$ cat config.mk
export PLATFORM = sky130hd
export DESIGN_NAME = dbg_bram_sequencer
export DESIGN_NICKNAME = d
export VERILOG_FILES = /design/src/rtl/dbg_pkg.sv /design/src/rtl/dbg_out_reg.sv /design/src/rtl/dbg_bram_sequencer.sv
export SDC_FILE = /design/constraint.sdc
export NUM_CORES = 1
export LEC_CHECK = 0
export ABC_CLOCK_PERIOD_IN_PS = 18100
export CAP_MARGIN = 20
export CORE_ASPECT_RATIO = 1.25
export CORE_MARGIN = 5
export CORE_UTILIZATION = 53
export DETAILED_ROUTE_END_ITERATION = 8
export GPL_TIMING_DRIVEN = 0
export PLACE_DENSITY = 0.95
export SYNTH_ARGS = -nofsm -noshare
export SYNTH_HDL_FRONTEND = slang
export SYNTH_SLANG_ARGS = --single-unit
$ cat constraint.sdc
create_clock -name CPU_CLK -period 18.1 [get_ports CPU_CLK]
set_input_delay 2.715 -clock CPU_CLK [delete_from_list [all_inputs] [get_ports CPU_CLK]]
set_output_delay 2.715 -clock CPU_CLK [all_outputs]
set_load 0.05 [all_outputs]
$ cat src/rtl/dbg_pkg.sv
// Shared types and constants for the debug BRAM sequencer.
package dbg_pkg;

    typedef enum logic [2:0] {
        IDLE,
        LOAD,
        RSTP,
        DRD,
        DWAIT,
        DOUT
    } dbgState_t;

    localparam logic [31:0] WORD_BYTES    = 32'd4;
    localparam logic [3:0]  WE_ALL        = 4'b1111;
    localparam int unsigned DEF_BRAMWORDS = 4096;

endpackage

$ cat src/rtl/dbg_out_reg.sv
// Dump output holding register: captures one word with its address and
// keeps it stable until the downstream handshake.
module dbg_out_reg (
    input  logic        CPU_CLK,
    input  logic        CPU_RST,
    input  logic        capture,
    input  logic [31:0] capData,
    input  logic [31:0] capAddr,
    input  logic        capLast,
    output logic [31:0] out_data,
    output logic [31:0] out_addr,
    output logic        out_last,
    output logic        out_valid,
    input  logic        out_ready
);

    always_ff @(posedge CPU_CLK or posedge CPU_RST) begin
        if (CPU_RST) begin
            out_data  <= '0;
            out_addr  <= '0;
            out_last  <= 1'b0;
            out_valid <= 1'b0;
        end else if (capture) begin
            out_data  <= capData;
            out_addr  <= capAddr;
            out_last  <= capLast;
            out_valid <= 1'b1;
        end else if (out_valid && out_ready) begin
            out_valid <= 1'b0;
        end
    end

endmodule

$ cat src/rtl/dbg_bram_sequencer.sv
// Debug BRAM sequencer: loads a cache BRAM from a stream and pulses core
// reset, or dumps every BRAM word with its address to a stream.
module dbg_bram_sequencer
    import dbg_pkg::*;
#(
    parameter int unsigned BRAMWORDS  = DEF_BRAMWORDS,
    parameter logic [31:0] BASE_ADDR  = 32'h0,
    parameter int unsigned RST_CYCLES = 8
) (
    input  logic        CPU_CLK,
    input  logic        CPU_RST,
    input  logic        start_load,
    input  logic        start_dump,
    input  logic [31:0] in_data,
    input  logic        in_valid,
    input  logic        in_last,
    output logic        in_ready,
    output logic [31:0] dbg_A2,
    output logic [31:0] dbg_WD2,
    output logic [3:0]  dbg_WE2,
    input  logic [31:0] dbg_RD2,
    output logic [31:0] out_data,
    output logic [31:0] out_addr,
    output logic        out_valid,
    output logic        out_last,
    input  logic        out_ready,
    output logic        core_rst,
    output logic        busy,
    output logic        done
);

    localparam int unsigned CW  = $clog2(BRAMWORDS) + 1;
    localparam int unsigned RCW = $clog2(RST_CYCLES + 1);

    dbgState_t      st;
    dbgState_t      stNext;
    logic [31:0]    addr;
    logic [CW-1:0]  cnt;
    logic [RCW-1:0] rstCnt;
    logic           inReadyQ;
    logic           busyQ;
    logic           coreRstQ;
    logic           doneQ;
    logic           loadAccept;
    logic           dumpTake;
    logic           lastWord;

    assign loadAccept = (st == LOAD) && in_valid;
    assign dumpTake   = (st == DOUT) && out_valid && out_ready;
    assign lastWord   = (cnt == CW'(BRAMWORDS - 1));

    always_comb begin
        stNext = st;
        case (st)
            IDLE: begin
                if (start_load)      stNext = LOAD;
                else if (start_dump) stNext = DRD;
            end
            LOAD:  if (loadAccept && (in_last || lastWord)) stNext = RSTP;
            RSTP:  if (rstCnt == '0) stNext = IDLE;
            DRD:   stNext = DWAIT;
            DWAIT: stNext = DOUT;
            DOUT:  if (dumpTake) stNext = out_last ? IDLE : DRD;
            default: stNext = IDLE;
        endcase
    end

    // dbg_A2 is updated on entry to DRD so the BRAM samples it at the end of
    // DRD and the read word is present during DWAIT.
    always_ff @(posedge CPU_CLK or posedge CPU_RST) begin
        if (CPU_RST) begin
            st       <= IDLE;
            addr     <= BASE_ADDR;
            cnt      <= '0;
            rstCnt   <= '0;
            dbg_A2   <= BASE_ADDR;
            dbg_WD2  <= '0;
            dbg_WE2  <= '0;
            inReadyQ <= 1'b0;
            busyQ    <= 1'b0;
            coreRstQ <= 1'b0;
            doneQ    <= 1'b0;
        end else begin
            st       <= stNext;
            inReadyQ <= (stNext == LOAD);
            busyQ    <= (stNext != IDLE);
            coreRstQ <= (stNext != IDLE);
            doneQ    <= (st != IDLE) && (stNext == IDLE);
            dbg_WE2  <= '0;
            case (st)
                IDLE: begin
                    if (stNext != IDLE) begin
                        addr <= BASE_ADDR;
                        cnt  <= '0;
                    end
                    if (stNext == DRD) dbg_A2 <= BASE_ADDR;
                end
                LOAD: begin
                    if (loadAccept) begin
                        dbg_A2  <= addr;
                        dbg_WD2 <= in_data;
                        dbg_WE2 <= WE_ALL;
                        addr    <= addr + WORD_BYTES;
                        cnt     <= cnt + CW'(1);
                    end
                    if (stNext == RSTP) rstCnt <= RCW'(RST_CYCLES - 1);
                end
                RSTP: begin
                    if (rstCnt != '0) rstCnt <= rstCnt - RCW'(1);
                end
                DOUT: begin
                    if (dumpTake) begin
                        cnt  <= cnt + CW'(1);
                        addr <= addr + WORD_BYTES;
                        if (stNext == DRD) dbg_A2 <= addr + WORD_BYTES;
                    end
                end
                default: ;
            endcase
        end
    end

    dbg_out_reg outReg (
        .CPU_CLK   (CPU_CLK),
        .CPU_RST   (CPU_RST),
        .capture   (st == DWAIT),
        .capData   (dbg_RD2),
        .capAddr   (addr),
        .capLast   (lastWord),
        .out_data  (out_data),
        .out_addr  (out_addr),
        .out_last  (out_last),
        .out_valid (out_valid),
        .out_ready (out_ready)
    );

    assign in_ready = inReadyQ;
    assign busy     = busyQ;
    assign done     = doneQ;
    assign core_rst = coreRstQ | CPU_RST;

endmodule

Word level (Yosys, flattened, before mapping)
Index checks and enable logic that the tools add are counted. Widths: inputs -> output; s select.

Flip-flop bits (word level): 189. Logic and storage cells: 81.

$add $sub $neg: 3. Eq/ne operators: 16. Mux-type cells: 27. Bitwise gates (word level): 1. Reduce and logical (&&, ||, !) cells: 20.

Operators with widths (count): $mux 32 (7); $pmux 32 s3 (2); $mux 13 (3); $pmux 13 s3 (1); $add 32x3->32 const B (1); $pmux 3 s6 (1); $mux 4 (4); $mux 3 (5); $add 13x1->13 const B (1); $eq 13x12->1 const B (1); $eq 3x2->1 const B (4); $ne 2x2->1 const B (5); $reduce_bool 3->1 (3); $pmux 4 s2 (1); $eq 3x1->1 const B (2); $eq 3x3->1 const B (2); $logic_and 1x1->1 (6); $logic_not 3->1 (2); $reduce_and 5->1 (1); $logic_not 4->1 (1); $ne 2x1->1 const B (2); $reduce_and 4->1 (1); $reduce_bool 2->1 (2); $reduce_bool 4->1 (1); other kinds (7) (8).

Longest topological paths before layout
Gate-level depths: netlist of the first run.

Depth after elaboration: 9. Gate-level depth with buffers: 8. Gate-level depth less buffers: 7.

Cells and area by module
From an unflattened synthesis of the first run, not the netlist that was laid out.

Cell total of the unflattened synthesis: 713. Area total of the unflattened synthesis: 8364.3 um2.

By module, submodules not included: dbg_bram_sequencer (times used 1, cells an instance 572, area an instance 5753.0 um2); dbg_out_reg (times used 1, cells an instance 141, area an instance 2611.3 um2).

Worst setup path after synthesis of the first run
No wires, ideal clock.

Kind: input-to-output. Start: input port CPU_RST. End: output port core_rst. Arrival: 3.125 ns. Data required time: 15.385 ns. Slack: 12.260 ns. Stages: 1. Path through: or2_2.

Longest elaborated chain between the ends: 1.

Ends and longest elaborated chain: start, declared (line dbg_bram_sequencer.sv:11) `input logic CPU_RST,`; $or 1x1->1 (line dbg_bram_sequencer.sv:140) `assign core_rst = coreRstQ | CPU_RST;`; end, declared (line dbg_bram_sequencer.sv:27) `output logic core_rst,`.

Every way passes these cells.

Worst setup path after layout of the first run
Same ends and word-level chain as after synthesis.

==> results of run 1 <==
==> per-layer routing <==
layer / share of wire, % / global-route usage [%] / vias up
met5: 0 / 0 / -
met4: 3.2 / 10.83 / 0
met3: 9.7 / 9.433 / 76
met2: 51 / 45.84 / 407
met1: 36 / 28.91 / 3311
li1: - / - / 3041
==> cell families after synthesis <==
logic type	synth area share, %
other	0.04607
DFF	55.65
and+or+nand+nor	13.33
xor gates and xnor gates	4.089
buffers and inverters	3.843
AOI/OAI and AO/OA	9.316
adders and majority gates	0.4612
muxes	13.27
==> stage by stage <==
stage	setup WS [ns]	std cells	total power (uW)	hold WS, ns
detailed placement	11.07	1118	1439	0.4704
global route	11.05	1150	1886	0.5158
global placement	8.157	1117	1410	0.4607
finish	11.08	1150	1810	0.4815
floorplan	10.47	729	1134	0.4683
CTS	11.07	1150	1813	0.4850
==> sequential cells by signal (all words and copies together), names as in the netlist <==
register and count:
in_ready 1, st 3, outReg.out_addr 30, outReg.out_valid 1
coreRstQ 1, addr 30, dbg_WD2 32, dbg_A2 31
outReg.out_data 32, rstCnt 4, dbg_WE2 1, done 1
cnt 13, outReg.out_last 1
==> power breakdown <==
part | leakage, uW | switching, uW | internal (uW)
logic | 0.00194 | 568 | 302
clock network | 0.000272 | 159 | 211
registers | 0.00235 | 65.9 | 504
==> worst max-delay path, stage by stage <==
cell and delay [ns]:
sky130_fd_sc_hd__clkdlybuf4s50_1 0.51, sky130_fd_sc_hd__or2_2 0.35, sky130_fd_sc_hd__clkdlybuf4s50_1 0.73
==> how the worst max path moves through the flow <==
stage,from,end
after floorplan,CPU_RST,addr[10]
after global placement,CPU_RST,dbg_A2[29]
after detailed placement,CPU_RST,core_rst
after CTS,CPU_RST,core_rst
after global routing,CPU_RST,core_rst
final,CPU_RST,core_rst
==> final cells by class <==
class | count | area (um2) | area share [%]
clock inverter | 11 | 125.1 | 1.132
timing repair buffer | 207 | 2090 | 18.90
clock buffer | 21 | 460.4 | 4.166
buffer | 57 | 282.8 | 2.558
tap | 182 | 227.7 | 2.060
multi-input combinational | 483 | 3301 | 29.86
sequential | 181 | 4529 | 40.98
inverter | 8 | 37.54 | 0.3396
==> synth_stat cells (12+ instances only) <==
cell type | instances | area share [%]
sky130_fd_sc_hd__nand2_1 | 67 | 3.1
sky130_fd_sc_hd__dfrtp_1 | 181 | 56
sky130_fd_sc_hd__nand3_1 | 30 | 1.8
sky130_fd_sc_hd__nor3_1 | 17 | 1.0
sky130_fd_sc_hd__o31ai_1 | 15 | 1.4
sky130_fd_sc_hd__a31oi_1 | 13 | 1.0
sky130_fd_sc_hd__nand4_1 | 21 | 1.6
sky130_fd_sc_hd__mux2_2 | 95 | 13
sky130_fd_sc_hd__xnor2_1 | 21 | 2.3
sky130_fd_sc_hd__a21oi_1 | 12 | 0.74
sky130_fd_sc_hd__nor2_1 | 27 | 1.2
sky130_fd_sc_hd__clkbuf_1 | 29 | 1.3
sky130_fd_sc_hd__xor2_1 | 17 | 1.8
sky130_fd_sc_hd__o21ai_0 | 73 | 4.5
sky130_fd_sc_hd__buf_2 | 16 | 0.98
==> metrics.log, run 1 <==
INFO  metric status = completed
INFO  metric coreArea = 15010 um2
INFO  metric unrepaired_setup_endpoints_after_global_routing = no
INFO  metric hold_path_endpoint = dbg_A2[19]
INFO  metric maxSlewViolCount = 0
INFO  metric worstSetupPathType = in -> out
INFO  metric floorplan.die.height = 148.6 um
INFO  metric wl = 22800 um
INFO  metric grt_util_all_layers = 26.27%
INFO  metric timing_worst_slew_pin_value = 1.129 ns
INFO  metric synth-main-ff-cell = sky130_fd_sc_hd__dfrtp_1
INFO  metric power.leakage = 0.004560 uW
INFO  metric edff_count_synth = 0
INFO  metric largest_net_degree_at_the_start_of_global_routing = 108
INFO  metric ys_ff_latch = 181
INFO  metric setup.worst_path.end_class = primary output
INFO  metric final_layout_size_suffix_gt1_share = 16.32%
INFO  metric cts.sink_count = 181
INFO  metric initial_core_util = 54.21%
INFO  metric yosys_warn_count = 0
INFO  metric setup.reg_to_reg.worst_slack = 15.39 ns
INFO  metric timing.final.hold_violations = 0
INFO  metric post_synth_num_cell_types = 49
INFO  metric die_wd = 120.8 um
INFO  metric layout.cell_area.non_filler = 11050 um2
INFO  metric asyncSetResetFlopFracSynth = 100.0%
INFO  metric slew-limit-headroom = 24.77%
INFO  metric utilization = 73.62%
INFO  metric final_min_period_over_clock_period = 38.79%
INFO  metric clockBufferDepth = 2
INFO  metric cts-buffers-inserted = 17
INFO  metric critical_path_peak_fanout = 2
INFO  metric synthesis.area = 8139 um2
INFO  metric fmax = 0.1424 GHz
INFO  metric synth_cells = 728
INFO  metric timing.clock.skew = 0.007593 ns
INFO  metric route.antenna.remaining_nets = 0
INFO  metric critical_path.startpoint_type = input port
INFO  metric antenna_cells = 0
INFO  metric most_frequent_cells_in_the_layout = sky130_fd_sc_hd__clkdlybuf4s50_1, sky130_fd_sc_hd__dfrtp_1, sky130_fd_sc_hd__mux2_2
INFO  metric rr_worst_depth = 6
INFO  metric cts_root_buffer = sky130_fd_sc_hd__clkbuf_16
INFO  metric routedWlPerCell = 19.83 um
INFO  metric number_of_global_route_vias_before_repair = 7145
INFO  metric clock_period_minus_final_worst_setup_slack = 7.022 ns
INFO  metric drc = 0
INFO  metric timing.max_cap.violations = 0
INFO  metric worstHoldPathType = reg -> reg
INFO  metric power.density = 163.7 nW/um2
INFO  metric hold_buffer_count_at_cts = 0
INFO  metric postCtsSetupRepairBufs = 0
INFO  metric drt-vias-per-instance = 5.943
INFO  metric fin_setup_tns = 0 ns
INFO  metric ir_worst_vdd = 0.0001455 V
INFO  metric nFillCells = 966
INFO  metric drtIter0Drc = 489
INFO  metric final_net_count = 1029
INFO  metric hold_depth = 2
INFO  metric worst_r2r_startpoint = st[1]
INFO  metric half_perimeter_wire_length_of_the_detailed_placement_result = 16550 um
INFO  metric num_vias = 6835
INFO  metric rows = 50
INFO  metric cts_tree = built
INFO  metric dpl_cell_area = 10470 um2
INFO  metric first_pass_iters = 5
INFO  metric worst-endpoint-required = 15.39 ns
INFO  metric worst-endpoint-arrival = 4.31 ns
INFO  metric syn_avg_cell_area = 11.18 um2
INFO  metric worst_skew_pair.late_latency = 0.44 ns
INFO  metric cts.htree.levels = 4
INFO  metric dieArea = 17950 um2
INFO  metric min_from = dbg_A2[19]
INFO  metric gr_overflow_total = 0
INFO  metric crit_reg_reg_endpoint = addr[10]
INFO  metric synthToLayoutAreaGrowth = 35.80%
INFO  metric port-buffer-count = 206
INFO  metric synth-seq-area-share = 55.65%
INFO  metric floorplan.io_pins = 209
INFO  metric grt_pass1_wl = 37160 um
INFO  metric cts_resized = 0
INFO  metric gpl.final_weighted_congestion = 0.9033
INFO  metric clk_pin_slew = 0.06 ns
INFO  metric initial_antenna_violation_count = 0
INFO  metric most_common_cell_after_layout_fill_and_taps_aside = sky130_fd_sc_hd__clkdlybuf4s50_1
INFO  metric setup_viol = 0
Note: power is estimated with default switching activity, not from simulation.
==> inputs of run 2 (changes only) <==
- ABC_CLOCK_PERIOD_IN_PS: 18100 -> 7400
- CORE_UTILIZATION: 53 -> 49
- PLACE_DENSITY: 0.95 -> 0.92
- clock period: 18.1 -> 7.4 ns (I/O delays scaled with it)
==> run 2 against run 1 <==
Against the previous run: combinational power up 140%; clock-buffer cell count unchanged; final cell count increased by 2.9%; global-route usage fell by 3.2 points; critical path depth did not move; worst hold slack lost 0.00084 ns; via count fell by 0.88%; die area grew 7.5%; largest power group unchanged.
==> metrics.log, run 2 (synthesis gave the netlist of run 1 again) <==
INFO  metric status = completed
INFO  metric cts_tree = built
INFO  metric power.density = 394.0 nW/um2 (+140%)
INFO  metric critical-path-slowest-cell = sky130_fd_sc_hd__clkdlybuf4s50_1
INFO  metric rows = 52 (+4.0%)
INFO  metric drtIter0Drc = 629 (+29%)
INFO  metric most_frequent_cells_in_the_layout = sky130_fd_sc_hd__clkdlybuf4s50_1, sky130_fd_sc_hd__dfrtp_1, sky130_fd_sc_hd__mux2_2
INFO  metric most_common_cell_after_layout_fill_and_taps_aside = sky130_fd_sc_hd__clkdlybuf4s50_1
INFO  metric grt_util_all_layers = 23.11% (-3.2 points)
INFO  metric dpl.cell_count = 1152 (+3.0%)
INFO  metric die_wd = 125.3 um (+3.7%)
INFO  metric gr_overflow_total = 0 (unchanged)
INFO  metric port-buffer-count = 206 (unchanged)
INFO  metric cts_root_buffer = sky130_fd_sc_hd__clkbuf_16
INFO  metric path_common_cell = sky130_fd_sc_hd__clkdlybuf4s50_1
INFO  metric worstHoldPathType = reg -> reg
INFO  metric initial_antenna_violation_count = 0 (unchanged)
INFO  metric timing.max_cap.violations = 0 (unchanged)
INFO  metric final_net_count = 1029 (unchanged)
INFO  metric first_pass_iters = 8 (+3)
INFO  metric drt-vias-per-instance = 5.727 (-3.6%)
INFO  metric ir_worst_vdd = 0.0003459 V (+140%)
INFO  metric cpLargestDelayFamily = buffers and inverters
INFO  metric final_min_period_over_clock_period = 51.03%
INFO  metric utilization = 67.99% (-5.6 points)
INFO  metric clock_period_minus_final_worst_setup_slack = 3.776 ns
INFO  metric critical_path.startpoint_type = input port
INFO  metric power.leakage = 0.004552 uW (-0.17%)
INFO  metric coreArea = 16270 um2 (+8.3%)
INFO  metric largest_net_degree_at_the_start_of_global_routing = 134 (+24%)
INFO  metric hold_ws = 0.4807 ns (-0.0008400 ns)
INFO  metric worst-endpoint-arrival = 2.67 ns (-1.64 ns)
INFO  metric number_of_global_route_vias_before_repair = 6938 (-2.9%)
INFO  metric max_stage_delay = 0.71 ns (-0.02 ns)
INFO  metric route.antenna.remaining_nets = 0 (unchanged)
INFO  metric floorplan.die.height = 154.1 um (+3.7%)
INFO  metric gpl.final_weighted_congestion = 0.9378 (+3.8%)
INFO  metric slew-limit-headroom = 34.05% (+9.3 points)
INFO  metric half_perimeter_wire_length_of_the_detailed_placement_result = 15870 um (-4.1%)
INFO  metric hold_buffer_count_at_cts = 0 (unchanged)
INFO  metric final_layout_size_suffix_gt1_share = 16.13% (-0.19 points)
INFO  metric unrepaired_setup_endpoints_after_global_routing = no
INFO  metric maxSlewViolCount = 0 (unchanged)
INFO  metric critical_path_peak_fanout = 2 (unchanged)
INFO  metric setup_viol = 0 (unchanged)
INFO  metric reg_top3 = dbg_WD2 x32, outReg.out_data x32, dbg_A2 x31
INFO  metric dieArea = 19300 um2 (+7.5%)
INFO  metric timing_worst_slew_pin_value = 0.9893 ns (-0.1393 ns)
INFO  metric drc = 0 (unchanged)
INFO  metric grt_pass1_wl = 36140 um (-2.8%)
INFO  metric antenna_cells = 0 (unchanged)
INFO  metric cts_resized = 0 (unchanged)
INFO  metric floorplan.io_pins = 209 (unchanged)
INFO  metric initial_core_util = 50.04% (-4.2 points)
INFO  metric routedWlPerCell = 18.67 um (-5.8%)
INFO  metric final_cell_count_no_fill = 1183 (+2.9%)
INFO  metric cts.htree.levels = 4 (unchanged)
INFO  metric nFillCells = 1180 (+22%)
INFO  metric cts-buffers-inserted = 17 (unchanged)
INFO  metric cp_num_buf_inv = 2 (unchanged)
INFO  metric worst_skew_pair.late_latency = 0.44 ns (about the same)
INFO  metric wl = 22090 um (-3.1%)
INFO  metric worst-endpoint-required = 6.29 ns (-9.10 ns)
INFO  metric setup.worst_path.end_class = primary output
INFO  metric synthToLayoutAreaGrowth = 35.88% (about the same)
INFO  metric critical_path.cell_chain = clkdlybuf4s50_1, or2_2, clkdlybuf4s50_1
INFO  metric cts.sink_count = 181 (unchanged)
INFO  metric timing.clock.skew = 0.01026 ns (+0.002666 ns)
INFO  metric fmax = 0.2648 GHz
INFO  metric postCtsSetupRepairBufs = 0 (unchanged)
INFO  metric worstSetupPathType = in -> out
INFO  metric timing.final.hold_violations = 0 (unchanged)
INFO  metric clk_pin_slew = 0.07 ns (about the same)
INFO  metric num_vias = 6775 (-0.88%)
INFO  metric clockBufferDepth = 2 (unchanged)
## run 2: cell types whose count changed in the layout (fill, tap and decap cells not counted)
cell and delta:
sky130_fd_sc_hd__bufinv_16 -1, sky130_fd_sc_hd__inv_6 +1, sky130_fd_sc_hd__clkbuf_1 +1, sky130_fd_sc_hd__clkbuf_8 -1, sky130_fd_sc_hd__clkinv_4 +2, sky130_fd_sc_hd__clkinvlp_4 -3
## run 2: worst paths after layout
kind / cells past startpoint / start / end / slack (ns)
setup / recovery: 3 / CPU_RST / core_rst / 3.62
setup reg to reg: 6 / st[1] / addr[10] / 4.86
hold / removal: 2 / dbg_A2[13] / dbg_A2[13] / 0.48
min in group asynchronous: 2 / CPU_RST / dbg_A2[12] / 1.09
hold reg to reg: 2 / dbg_A2[13] / dbg_A2[13] / 0.48
max in group asynchronous: 3 / CPU_RST / dbg_A2[26] / 5.36
## run 2: tightest hold or removal path: stages, from the launching register on
cell and delay [ns]:
sky130_fd_sc_hd__dfrtp_1 0.34, sky130_fd_sc_hd__nand2_1 0.05, sky130_fd_sc_hd__o21ai_0 0.06
## run 2: power by group
group / leakage, uW / total (uW) / switching, uW / internal, uW
Sequential: 0.00235 / 1380 / 149 / 1230
Clock: 0.000264 / 857 / 384 / 473
Combinational: 0.00194 / 2120 / 1380 / 739
## run 2: final cells by class
cell class / count / area, um2 / share of cell area (%)
Buffer: 57 / 282.8 / 2.557
Multi-Input combinational cell: 483 / 3301 / 29.84
Clock inverter: 10 / 98.84 / 0.8938
Timing Repair Buffer: 207 / 2090 / 18.89
Inverter: 8 / 37.54 / 0.3394
Clock buffer: 21 / 450.4 / 4.073
Sequential cell: 181 / 4529 / 40.95
Tap cell: 216 / 270.3 / 2.444
## run 2: routing by layer
metal	track usage (%)	routed length, um
met1	26.39	7840
met2	40.32	11410
met3	7.564	2204
met4	8.781	638
met5	0	0
## run 2: through the flow
step | setup TNS (ns) | cell area, um2 | power (uW) | setup WS, ns
global placement | -168.25 | 10480 | 3444 | -0.9420
finish | 0 | 11060 | 4358 | 3.624
detailed placement | 0 | 10510 | 3500 | 3.614
floorplan | 0 | 8143 | 2774 | 1.375
CTS | 0 | 11060 | 4375 | 3.614
global route | 0 | 11060 | 4559 | 3.597
==> inputs of run 3 (changes only) <==
- ABC_CLOCK_PERIOD_IN_PS: 7400 -> 3700
- clock period: 7.4 -> 3.7 ns (I/O delays scaled with it)
==> run 3 against run 2 <==
Against the previous run: worst hold slack improved by 0.0047 ns; register-to-register slack worse by 3.8 ns; die area is the same; flip-flop and latch count unchanged; clock power is 120% higher; global-route usage is 0.081 points lower; worst setup slack got worse by 2.6 ns; non-clock buffer count is 3 higher; critical path depth is 3 higher; combinational power up 100%; final cell count rose by 0.34%; critical path type is now in -> reg; critical endpoint is now addr[30].
==> metrics.log, run 3 (synthesis gave the netlist of run 1 again) <==
INFO  metric cts.sink_count = 181 (unchanged)
INFO  metric critical_path.startpoint_type = input port
INFO  metric total_switching_power = 3876 uW (+100%)
INFO  metric timing.max_cap.violations = 0 (unchanged)
INFO  metric final_layout_size_suffix_gt1_share = 16.68% (+0.55 points)
INFO  metric ir_worst_vdd = 0.0006858 V (+98%)
INFO  metric dieArea = 19300 um2 (unchanged)
INFO  metric initial_core_util = 50.04% (unchanged)
INFO  metric max_stage_delay = 0.88 ns (+0.17 ns)
INFO  metric path_common_cell = sky130_fd_sc_hd__nand3_1
INFO  metric most_frequent_cells_in_the_layout = sky130_fd_sc_hd__clkdlybuf4s50_1, sky130_fd_sc_hd__dfrtp_1, sky130_fd_sc_hd__mux2_2
INFO  metric antenna_cells = 0 (unchanged)
INFO  metric nFillCells = 1150 (-2.5%)
INFO  metric power.leakage = 0.004604 uW (+1.1%)
INFO  metric cts_tree = built
INFO  metric floorplan.die.height = 154.1 um (unchanged)
INFO  metric worst-endpoint-required = 4.05 ns (-2.24 ns)
INFO  metric unrepaired_setup_endpoints_after_global_routing = no
INFO  metric synthToLayoutAreaGrowth = 37.36%
INFO  metric grt_util_all_layers = 23.03% (-0.081 points)
INFO  metric power_switching_share = 43.51% (-0.40 points)
INFO  metric power.density = 796.8 nW/um2 (+100%)
INFO  metric half_perimeter_wire_length_of_the_detailed_placement_result = 16320 um (+2.8%)
INFO  metric worstSetupPathType = in -> reg
INFO  metric critical-path-slowest-cell = sky130_fd_sc_hd__a21oi_1
INFO  metric postCtsSetupRepairBufs = 0 (unchanged)
INFO  metric share_comb_of_total_power = 47.6% (-1.0 points)
INFO  metric final_net_count = 1032 (+0.29%)
INFO  metric drc = 0 (unchanged)
INFO  metric die_wd = 125.3 um (unchanged)
INFO  metric coreArea = 16270 um2 (unchanged)
INFO  metric rows = 52 (unchanged)
INFO  metric drtIter0Drc = 561 (-11%)
INFO  metric cts_resized = 0 (unchanged)
INFO  metric cts-buffers-inserted = 17 (unchanged)
INFO  metric seq_power_share = 31.0% (-0.7 points)
INFO  metric slew-limit-headroom = 28.01% (-6.0 points)
INFO  metric setup.worst_path.end_class = register
INFO  metric cpLargestDelayFamily = compound AO/OA/AOI/OAI gates
INFO  metric routedWlPerCell = 18.70 um (+0.13%)
INFO  metric floorplan.io_pins = 209 (unchanged)
INFO  metric hold_buffer_count_at_cts = 0 (unchanged)
INFO  metric critical_path_peak_fanout = 10 (+8)
INFO  metric fmax = 0.3772 GHz
INFO  metric wl = 22190 um (+0.47%)
INFO  metric final_cell_count_no_fill = 1187 (+0.34%)
INFO  metric most_common_cell_after_layout_fill_and_taps_aside = sky130_fd_sc_hd__clkdlybuf4s50_1
INFO  metric maxSlewViolCount = 0 (unchanged)
INFO  metric fin_setup_tns = 0 ns (unchanged)
INFO  metric dpl.cell_count = 1155 (+0.26%)
INFO  metric grt_pass1_wl = 36030 um (-0.29%)
INFO  metric drt-vias-per-instance = 5.703 (-0.43%)
INFO  metric clockBufferDepth = 2 (unchanged)
INFO  metric internal-power = 5032 uW (+110%)
INFO  metric cts.htree.levels = 4 (unchanged)
INFO  metric clk_pin_slew = 0.07 ns (about the same)
INFO  metric num_vias = 6769 (-0.089%)
INFO  metric worstHoldPathType = reg -> reg
INFO  metric cts_root_buffer = sky130_fd_sc_hd__clkbuf_16
INFO  metric gpl.final_weighted_congestion = 0.9365 (-0.14%)
INFO  metric clock_period_minus_final_worst_setup_slack = 2.651 ns
INFO  metric timing_worst_slew_pin_value = 1.080 ns (+0.09054 ns)
INFO  metric critical_path.cell_chain = clkdlybuf4s50_1, nand3_1, a21oi_1, clkbuf_1, nand3_1, o21ai_0
INFO  metric timing.final.hold_violations = 0 (unchanged)
INFO  metric timing.clock.skew = 0.01403 ns (+0.003771 ns)
INFO  metric totalPowerFinal = 8908 uW (+100%)
INFO  metric gr_overflow_total = 0 (unchanged)
INFO  metric initial_antenna_violation_count = 0 (unchanged)
INFO  metric reg_top3 = dbg_WD2 x32, outReg.out_data x32, dbg_A2 x31
INFO  metric utilization = 68.73% (+0.74 points)
INFO  metric final_min_period_over_clock_period = 71.66%
INFO  metric setup_viol = 0 (unchanged)
INFO  metric cp_num_buf_inv = 2 (unchanged)
INFO  metric largest_net_degree_at_the_start_of_global_routing = 46 (-66%)
INFO  metric worst-endpoint-arrival = 3.01 ns (+0.34 ns)
INFO  metric worst_skew_pair.late_latency = 0.43 ns (about the same)
INFO  metric status = completed
INFO  metric port-buffer-count = 206 (unchanged)
INFO  metric route.antenna.remaining_nets = 0 (unchanged)
INFO  metric number_of_global_route_vias_before_repair = 7064 (+1.8%)
INFO  metric power_frac_clock = 21.4% (+1.7 points)
INFO  metric first_pass_iters = 9 (+1)
[run 3: cell type report]
type                            instances  area [um2]  share of cell area (%)
Buffer                                 57       282.8                   2.529
Inverter                                8       33.78                  0.3022
Sequential cell                       181        4529                   40.51
Multi-Input combinational cell        483        3301                   29.52
Tap cell                              216       270.3                   2.417
Clock inverter                         14       191.4                   1.712
Clock buffer                           18       429.2                   3.839
Timing Repair Buffer                  210        2142                   19.16
[run 3: metal layers]
layer	GRT usage, %	wire length, um
met1	25.53	7979
met2	41.27	11570
met5	0	0
met4	7.438	534
met3	8.119	2109
[run 3: power groups by stage]
stage | logic [uW] | registers (uW) | clock network [uW]
after global placement | 4150 | 2760 | 0
after global routing | 4460 | 2820 | 2030
final | 4240 | 2760 | 1910
after CTS | 4250 | 2760 | 1930
after floorplan | 1340 | 4210 | 0
after detailed placement | 4220 | 2800 | 0
[run 3: per-stage QoR]
| step | hold slack [ns] | cell area [um2] | setup WS, ns |
|---|---|---|---|
| floorplan | 0.4683 | 8147 | 0.8224 |
| global placement | 0.4594 | 10480 | -0.6166 |
| detailed placement | 0.4740 | 10560 | 0.7424 |
| CTS | 0.4894 | 11180 | 1.102 |
| global route | 0.5010 | 11180 | 0.9893 |
| finish | 0.4853 | 11180 | 1.049 |
[run 3: path summary, 6_finish.rpt]
path / slack, ns / startpoint / endpoint / depth (start not counted)
worst max register to register: 1.06 / st[1] / addr[30] / 6
max in group asynchronous: 2.26 / CPU_RST / addr[29] / 4
worst min register to register: 0.49 / dbg_A2[30] / dbg_A2[30] / 2
worst max-delay path: 1.05 / out_ready / addr[30] / 6
worst min-delay path: 0.49 / dbg_A2[30] / dbg_A2[30] / 2
min in group asynchronous: 0.57 / CPU_RST / outReg.out_data[29] / 2
[run 3: tightest hold or removal path, delay by kind of cell, from the launching register on]
kind | cells | cell delay, ns
AO/OA/AOI/OAI | 1 | 0.06
flip-flops | 1 | 0.34
AND/OR/NAND/NOR | 1 | 0.05
